### config.mk
export PLATFORM = sky130hd
export DESIGN_NAME = rf_writeback_arbiter
export DESIGN_NICKNAME = d
export VERILOG_FILES = /design/src/rtl/rf_writeback_arbiter.sv
export SDC_FILE = /design/constraint.sdc
export NUM_CORES = 1
export LEC_CHECK = 0
export ABC_AREA = 1
export CAP_MARGIN = 20
export CORE_ASPECT_RATIO = 0.9
export CORE_MARGIN = 10
export CORE_UTILIZATION = 59
export DETAILED_ROUTE_END_ITERATION = 10
export PLACE_DENSITY = 0.85
export SKIP_LAST_GASP = 1
export SYNTH_ARGS = -nofsm -noshare
export SYNTH_HDL_FRONTEND = slang
export SYNTH_SLANG_ARGS = --single-unit
export TNS_END_PERCENT = 20
### constraint.sdc
create_clock -name clk -period 7.1 [get_ports clk]
set_clock_uncertainty 0.05 [all_clocks]
set_input_delay 2.13 -clock clk [delete_from_list [all_inputs] [get_ports clk]]
set_output_delay 2.13 -clock clk [all_outputs]
set_load 0.02 [all_outputs]
### src/rtl/rf_writeback_arbiter.sv
// Writeback arbiter: merges ALU results and FIFO-buffered LSU load returns into one
// registered register-file write per cycle. Optional forwarding ports under WB_BYPASS_EN.
module rf_writeback_arbiter #(
   parameter int unsigned addr_width_p   = 6,
   parameter int unsigned lsu_depth_p    = 4,
   parameter int unsigned starve_limit_p = 8
) (
   input  logic                    clk,
   input  logic                    reset,
   input  logic                    alu_v_i,
   input  logic [addr_width_p-1:0] alu_rd_i,
   input  logic [31:0]             alu_data_i,
   input  logic                    lsu_v_i,
   input  logic [addr_width_p-1:0] lsu_rd_i,
   input  logic [31:0]             lsu_data_i,
   output logic                    lsu_ready_o,
   output logic                    alu_stall_o,
   output logic                    lsu_busy_o,
   output logic                    wen_o,
   output logic [addr_width_p-1:0] rd_addr_o,
   output logic [31:0]             write_data_o
`ifdef WB_BYPASS_EN
   ,
   input  logic [addr_width_p-1:0] byp_addr_i,
   output logic                    byp_hit_o,
   output logic [31:0]             byp_data_o
`endif
);

   localparam int unsigned ptr_w_lp    = $clog2(lsu_depth_p);
   localparam int unsigned cnt_w_lp    = ptr_w_lp + 1;
   localparam int unsigned starve_w_lp = $clog2(starve_limit_p + 1);
   localparam logic [cnt_w_lp-1:0]    depth_lp = cnt_w_lp'(lsu_depth_p);
   localparam logic [starve_w_lp-1:0] limit_lp = starve_w_lp'(starve_limit_p);

   logic [addr_width_p-1:0] fifo_rd_q   [lsu_depth_p];
   logic [31:0]             fifo_data_q [lsu_depth_p];
   logic [ptr_w_lp-1:0]     wr_ptr_q, rd_ptr_q;
   logic [cnt_w_lp-1:0]     count_q;
   logic [starve_w_lp-1:0]  starve_q;
   logic                    fifo_ne, enq, grant_lsu, grant_alu;

   assign fifo_ne     = (count_q != '0);
   assign lsu_busy_o  = fifo_ne;
   assign lsu_ready_o = (count_q != depth_lp) && !reset;
   assign enq         = lsu_v_i && lsu_ready_o;
   // A stall only diverts the grant when there is something to drain.
   assign grant_lsu   = fifo_ne && (alu_stall_o || !alu_v_i);
   assign grant_alu   = !grant_lsu && alu_v_i;

   always_ff @(posedge clk) begin
      if (enq) begin
         fifo_rd_q[wr_ptr_q]   <= lsu_rd_i;
         fifo_data_q[wr_ptr_q] <= lsu_data_i;
      end
   end

   always_ff @(posedge clk or posedge reset) begin
      if (reset) begin
         wr_ptr_q <= '0;
         rd_ptr_q <= '0;
         count_q  <= '0;
      end else begin
         if (enq)       wr_ptr_q <= wr_ptr_q + 1'b1;
         if (grant_lsu) rd_ptr_q <= rd_ptr_q + 1'b1;
         case ({enq, grant_lsu})
            2'b10:   count_q <= count_q + 1'b1;
            2'b01:   count_q <= count_q - 1'b1;
            default: count_q <= count_q;
         endcase
      end
   end

   always_ff @(posedge clk or posedge reset) begin
      if (reset) begin
         starve_q    <= '0;
         alu_stall_o <= 1'b0;
      end else begin
         if (grant_lsu || !fifo_ne) begin
            starve_q <= '0;
         end else if (grant_alu) begin
            starve_q <= starve_q + 1'b1;
            if (starve_q == limit_lp - 1'b1) alu_stall_o <= 1'b1;
         end
         if (grant_lsu) alu_stall_o <= 1'b0;
      end
   end

   always_ff @(posedge clk or posedge reset) begin
      if (reset) begin
         wen_o        <= 1'b0;
         rd_addr_o    <= '0;
         write_data_o <= '0;
      end else if (grant_lsu) begin
         wen_o        <= 1'b1;
         rd_addr_o    <= fifo_rd_q[rd_ptr_q];
         write_data_o <= fifo_data_q[rd_ptr_q];
      end else if (grant_alu) begin
         wen_o        <= 1'b1;
         rd_addr_o    <= alu_rd_i;
         write_data_o <= alu_data_i;
      end else begin
         wen_o <= 1'b0;
      end
   end

`ifdef WB_BYPASS_EN
   assign byp_hit_o  = wen_o && (rd_addr_o == byp_addr_i);
   assign byp_data_o = write_data_o;
`endif

endmodule
==> summary.md, run 1 <==
| Metric | Value |
|---|---|
| Int Power | 0.00258 W |
| Final WL | 21.3 mm |
| HP Start | starve_q[0]$_DFFE_PP0P_ |
| Post-synthesis cell type count | 25 |
| Die area | 20,600 um^2 |
| Die height | 137 um |
| Most used cell, CP | clkdlybuf4s50_1 |
| Synth top area cells | edfxtp_1 51%, nand2_1 14%, dfrtp_1 14% |
| Wirelength per Cell | about 17 um |
| Post-synth top cells | 345 x nand2_1, 152 x edfxtp_1, 144 x inv_1 |
| Worst Max-Slew Pin Slew | 1.07 ns |
| Internal reg-to-reg setup slack | 3.50 ns |
| Vias per std cell | 5.33 |
| Synth Warn # | 0 |
| CP max-delay cell | clkdlybuf4s50_1 |
| Clk slew on worst S/H paths | 0.06 ns |
| Final HPWL DP | 12.2 mm |
| Drt drc | 0 |
| Resized Gates After CTS | 0 |
| Max-cap check violation count | 0 |
| Die W | 150 um |
| Setup CP Type | primary input to output port |
| Worst Reg-to-Reg Cells | 7 |
| P_leak | 4.92 nW |
| Critical Path, Cell by Cell | clkdlybuf4s50_1 -> a21oi_2 -> clkdlybuf4s50_1 |
| Top delay family on crit path | buffers and inverters |
| Vias | 6,565 |
| Fill cells | 1,036 |
| Largest net degree at the start of global routing | 78 |
| Headroom to the max-slew limit | 0.288 |
| Area leader, netlist | edfxtp_1 |
| GRT Total Usage | 0.206 |
| Final net count | 1,107 |
| Ports | 122 |
| Core area | 14,900 um^2 |
| Status | completed |
| Syn Std Cell Area | ~9000 um^2 |
| Psw | 0.00147 W |
| Buf/Inv on CP | 2 |
| Hold Buf Count CTS | 0 |
| Latest clock arrival within the worst-skew pair | approximately 0.48 ns |
| Async S/R FF share, synth | 0.251 |
| DRT iter0 DRCs | 469 |
| Layout cells sized above 1 | 0.0532 |
| Diodes inserted | 0 |
| Hold path cells | 1 |
| Period minus WS final | 5.58 ns |
| Num CTS Buffers | 20 |
| GP Congestion | roughly 0.76 |
| Most used flip-flop cell after synthesis | edfxtp_1 |
| Hold slack final | between 0.4 and 0.5 ns |
| TNS Setup | 0 ns |
| Clock H-tree levels | 1 |
| Count leader, synth | nand2_1 |
| Register bit total from synthesis | 203 |
| Post-Syn Nets | 1,004 |
| Reg area | 5840 um^2 |
| Critical path launch point | reset |
| Setup slack at placement | around 1.5 ns |
| IO Port Bufs | 121 |
| Reg2reg start | count_q[1]$_DFFE_PP0P_ |
| GR Overflow Total | 0 |
| Final Hold Fails | 0 |
| CTS tree | yes |
| Post-synth EDFFs | 152 |
| Area Growth Syn to Fin | 20.6% |
| Syn_area_per_cell | between 9 and 10 um^2 |
| Clock share of power | 0.246 |
| Share of the synthesized area in the top cell type | 0.506 |
| Remaining antenna violation count after routing | 0 |
| Power per cell area | around 370 nW/um^2 |
| Flop pwr share | 0.411 |
| Cell Rows | 42 |
| Post-CTS setup buffer count | 0 |
| Crit. End Element | output port |
| Combinational share of power | 0.344 |
| Final Cycle Share | 0.786 |
| Final setup viols | 0 |
| RSZ-0062 raised after global routing | false |
| CTS sink count | 203 |
| Final worst slack | 1.52 ns |
| VDD IR max | 251 uV |
| Pre-antenna DRT Iters | 5 |
| Crit path max fanout | 4 |
| CTS Buffer Depth | 3 |
| Max Slew Vio Count | 0 |
| Worst setup SP type | primary input |
| Design Area, Final | 10,900 um^2 |
| Starting density of the core | 0.606 |
| Critical Path RT | around 4.9 ns |
| Switching share of power | 0.363 |
| Multi-input gate area | about 2300 um^2 |
| Inst Count DP | between 1,000 and 1,500 |
| First-pass GRT wire length | ~34 mm |
| Slowest stage delay, CP | 0.64 ns |
| Mapped Cells | 917 |
| Antenna violations before repair | 1 |
| CP arrival | 3.40 ns |
| Layout Cells excl Fill | 1,232 |
| Min-Delay Path Class | flop to flop |
| Vias in the first global route | between 6,000 and 7,000 |
| Seq/Total Area, Yosys | 0.648 |
| Clock root buffer | clkbuf_16 |
| Placed Area | 10,200 um^2 |
| Critical Path Stages | 3 |
| Max Freq | 179 MHz |
-- power by group through the flow --
stage / Sequential (W) / Clock (W) / Combinational, W
CTS: 0.00166 / 0.00101 / 0.00139
detailed placement: 0.00168 / 0 / 0.00137
floorplan: 0.00176 / 0 / 0.000803
finish: 0.00166 / 0.000996 / 0.00139
global placement: 0.00167 / 0 / 0.00133
global route: 0.00169 / 0.00106 / 0.00153
-- layer usage --
metal  track usage  routed length [um]  vias to the layer above
met3        0.0462                2030                       41
li1              -                   -                     3130
met4        0.0512                 397                        2
met2         0.355               10400                      314
met5             0                  13                        -
met1         0.259                8400                     3078
-- worst reg2reg max path, stage by stage (launching register included) --
cell     delay (ns)
dfrtp_1        0.44
nor2_4         0.84
nand2_2        0.23
nand2_4        0.48
inv_4          0.35
ha_1           0.33
fa_1           0.47
mux2_2         0.28
-- registers in the layout, indices dropped and copies added, names as in the netlist --
signal / cells
count_q: 3
rd_ptr_q: 2
fifo_rd_q: 24
write_data_o: 32
wen_o: 1
starve_q: 4
alu_stall_o: 1
wr_ptr_q: 2
rd_addr_o: 6
fifo_data_q: 128
-- final timing paths --
kind	to
min reg2reg	starve_q[0]$_DFFE_PP0P_
min in group asynchronous	wr_ptr_q[0]$_DFFE_PP0P_
max	lsu_ready_o
min	starve_q[0]$_DFFE_PP0P_
max reg2reg	count_q[1]$_DFFE_PP0P_
max in group asynchronous	rd_ptr_q[1]$_DFFE_PP0N_
-- final cells by class --
type / count / area share
timing repair buffer: 130 / 0.117
inverter: 148 / 0.0513
clock buffer: 32 / 0.0558
clock inverter: 4 / 0.00196
sequential: 203 / 0.537
tap: 198 / 0.0228
multi-input combinational: 517 / 0.214
-- per-stage QoR --
step	power [W]	util
CTS	0.00406	0.731
detailed placement	0.00305	0.689
global placement	0.00301	0.689
global route	0.00428	0.731
finish	0.00405	0.731
floorplan	0.00256	-
-- cell families (layout without fill, tap and decap cells) --
family          count (synthesis)  in the layout  share of synthesized area
compound gates                  3              3                    0.00250
simple gates                  502            502                      0.236
fa+ha+maj                       7              7                     0.0105
buf+inv                       197            314                     0.0981
xor+xnor                        4              4                    0.00389
mux                             1              1                    0.00125
flops                         203            203                      0.648
-- cell usage in the layout, fill, tap and decap left out, types with 5 or more instances in the layout --
cell and n:
nor2_1 7, nand2_1 345, ha_1 6, clkbuf_16 21
edfxtp_1 152, clkbuf_1 7, inv_1 143, nand3_1 104
buf_4 9, clkdlybuf4s50_1 120, nor2_4 5, nand4_1 38
dfrtp_1 49
Power figures use the tool's default switching activity.
==> run 2: changes to the inputs <==
CORE_UTILIZATION = 50   (was 59)
PLACE_DENSITY = 0.77   (was 0.85)
clock period = 4.6 ns   (was 7.1 ns; I/O delays follow)
==> run 2 against run 1 <==
  * Critical path depth did not move
  * Worst hold slack got worse by 0.0020 ns
  * First-iteration DRC count is 1.3% higher
  * Die area is 15% higher
  * Clock power grew 71%
  * Sequential share of layout area is 0.79 points lower
  * Wire length is 1.7% lower
  * Register-to-register slack worse by 2.0 ns
  * Cell count grew 4.0%
  * Largest cell class unchanged
==> summary.md, run 2 (synthesis results as in run 1) <==
| Metric | Value |
|---|---|
| Crit path max fanout | 4 (unchanged) |
| Cell Rows | 46 (+9.5%) |
| RSZ-0062 raised after global routing | false |
| TNS Setup | 0 ns (unchanged) |
| Final Cycle Share | 0.892 |
| Max-cap check violation count | 0 (unchanged) |
| GP Congestion | 0.743 (-2.0%) |
| Status | completed |
| Critical path launch point | reset |
| Clk slew on worst S/H paths | 0.06 ns (about the same) |
| Max FFs per register | 128 (unchanged) |
| First-pass GRT wire length | 33.3 mm (-1.9%) |
| IO Port Bufs | 121 (unchanged) |
| GR Overflow Total | 0 (unchanged) |
| DRT iter0 DRCs | 475 (+1.3%) |
| Design Area, Final | 11,000 um^2 (+1.5%) |
| Setup CP Type | primary input to output port |
| Headroom to the max-slew limit | 0.449 (+0.161) |
| Placed Area | 10,300 um^2 (+0.93%) |
| Layout Cells excl Fill | 1,281 (+4.0%) |
| Hold Buf Count CTS | 0 (unchanged) |
| Clock root buffer | clkbuf_16 |
| Largest net degree at the start of global routing | 78 (unchanged) |
| Final Hold Fails | 0 (unchanged) |
| Wirelength per Cell | 16.3 um (-5.4%) |
| Fin util | 0.624 (-0.107) |
| Clock H-tree levels | 1 (unchanged) |
| CTS tree | yes |
| Final Power | 0.00639 W (+58%) |
| Antenna violations before repair | 1 (unchanged) |
| Worst Max-Slew Pin Slew | 0.825 ns (-0.241 ns) |
| Reg2reg start | count_q[2]$_DFFE_PP0P_ |
| CP arrival | 2.67 ns (-0.73 ns) |
| Most frequent cells in the layout | 345 x nand2_1, 152 x edfxtp_1, 143 x inv_1, 120 x clkdlybuf4s50_1, 104 x nand3_1 |
| Critical Path RT | 3.17 ns (-1.75 ns) |
| Period minus WS final | 4.10 ns |
| Crit. End Element | output port |
| Final setup viols | 0 (unchanged) |
| Die area | 23,800 um^2 (+15%) |
| Post-CTS setup buffer count | 0 (unchanged) |
| Worst setup SP type | primary input |
| Power per cell area | 579 nW/um^2 (+55%) |
| Starting density of the core | 0.510 (-0.0960) |
| Die W | 162 um (+7.5%) |
| VDD IR max | 291 uV (+16%) |
| Resized Gates After CTS | 0 (unchanged) |
| Remaining antenna violation count after routing | 0 (unchanged) |
| Drt drc | 0 (unchanged) |
| Die height | 147 um (+7.4%) |
| Min-Delay Path Class | flop to flop |
| P_leak | 4.97 nW (+1.1%) |
| Pre-antenna DRT Iters | 5 (unchanged) |
| Final WL | 20.9 mm (-1.7%) |
| Layout cells sized above 1 | 0.0596 (+0.00642) |
| Ports | 122 (unchanged) |
| Latest clock arrival within the worst-skew pair | 0.50 ns (+0.02 ns) |
| CTS Buffer Depth | 3 (unchanged) |
| Final net count | 1,112 (+0.45%) |
| Inst Count DP | 1,242 (+3.8%) |
| Core area | 17,700 um^2 (+19%) |
| Max Freq | 244 MHz |
| Vias per std cell | 4.94 (-7.3%) |
| HP Start | starve_q[0]$_DFFE_PP0P_ |
| Num CTS Buffers | 21 (+5.0%) |
| Final HPWL DP | 12.9 mm (+6.2%) |
| Vias in the first global route | 6,248 (-5.9%) |
| GRT Total Usage | 0.174 (-0.0328) |
| Reg with most FFs | fifo_data_q |
| Area Growth Syn to Fin | 22.4% |
| Commonest non-fill, non-tap cell in the layout | nand2_1 |
| Regs by FF count | fifo_data_q: 128 flops, write_data_o: 32 flops, fifo_rd_q: 24 flops |
| Vias | 6,327 (-3.6%) |
| Max Slew Vio Count | 0 (unchanged) |
| CTS sink count | 203 (unchanged) |
## run 2: power breakdown
group,total [W],switching [W],internal [W]
clock network,0.00170,0.000674,0.00102
registers,0.00249,0.000160,0.00233
logic,0.00220,0.00143,0.000771
## run 2: through the flow
stage / worst slack (ns) / hold WS, ns
after floorplan: 0.600 / 0.383
after global placement: 0.504 / 0.399
after detailed placement: 0.494 / 0.421
after CTS: 0.489 / 0.429
after global routing: 0.430 / 0.486
final: 0.498 / 0.432
## run 2: final timing paths
check / end / slack [ns] / cells past startpoint
setup reg to reg: count_q[2]$_DFFE_PP0P_ / 1.47 / 11
hold / removal: starve_q[0]$_DFFE_PP0P_ / 0.43 / 1
hold reg to reg: starve_q[0]$_DFFE_PP0P_ / 0.43 / 1
min in group asynchronous: starve_q[1]$_DFFE_PP0P_ / 1.37 / 2
max in group asynchronous: rd_ptr_q[0]$_DFFE_PP0N_ / 2.34 / 3
setup / recovery: lsu_ready_o / 0.50 / 3
## run 2: layout make-up
class                           count  area, um^2
Antenna cell                        1        2.50
Clock buffer                       26         554
Clock inverter                     12         138
Fill cell                        1404        6640
Inverter                          148         558
Multi-Input combinational cell    517        2320
Sequential cell                   203        5840
Tap cell                          240         300
Timing Repair Buffer              134        1320
## run 2: per-layer routing
layer  routed length (um)  GRT usage  up-vias
li1                     -          -     3149
met1                 9150      0.221     2940
met2                 9830      0.288      200
met3                 1430     0.0375       38
met4                  516     0.0591        0
met5                    0          0        -
## run 2: worst max-delay path, stage by stage
cell and delay (ns):
clkdlybuf4s50_1 0.45, a21oi_2 0.20, clkdlybuf4s50_1 0.64
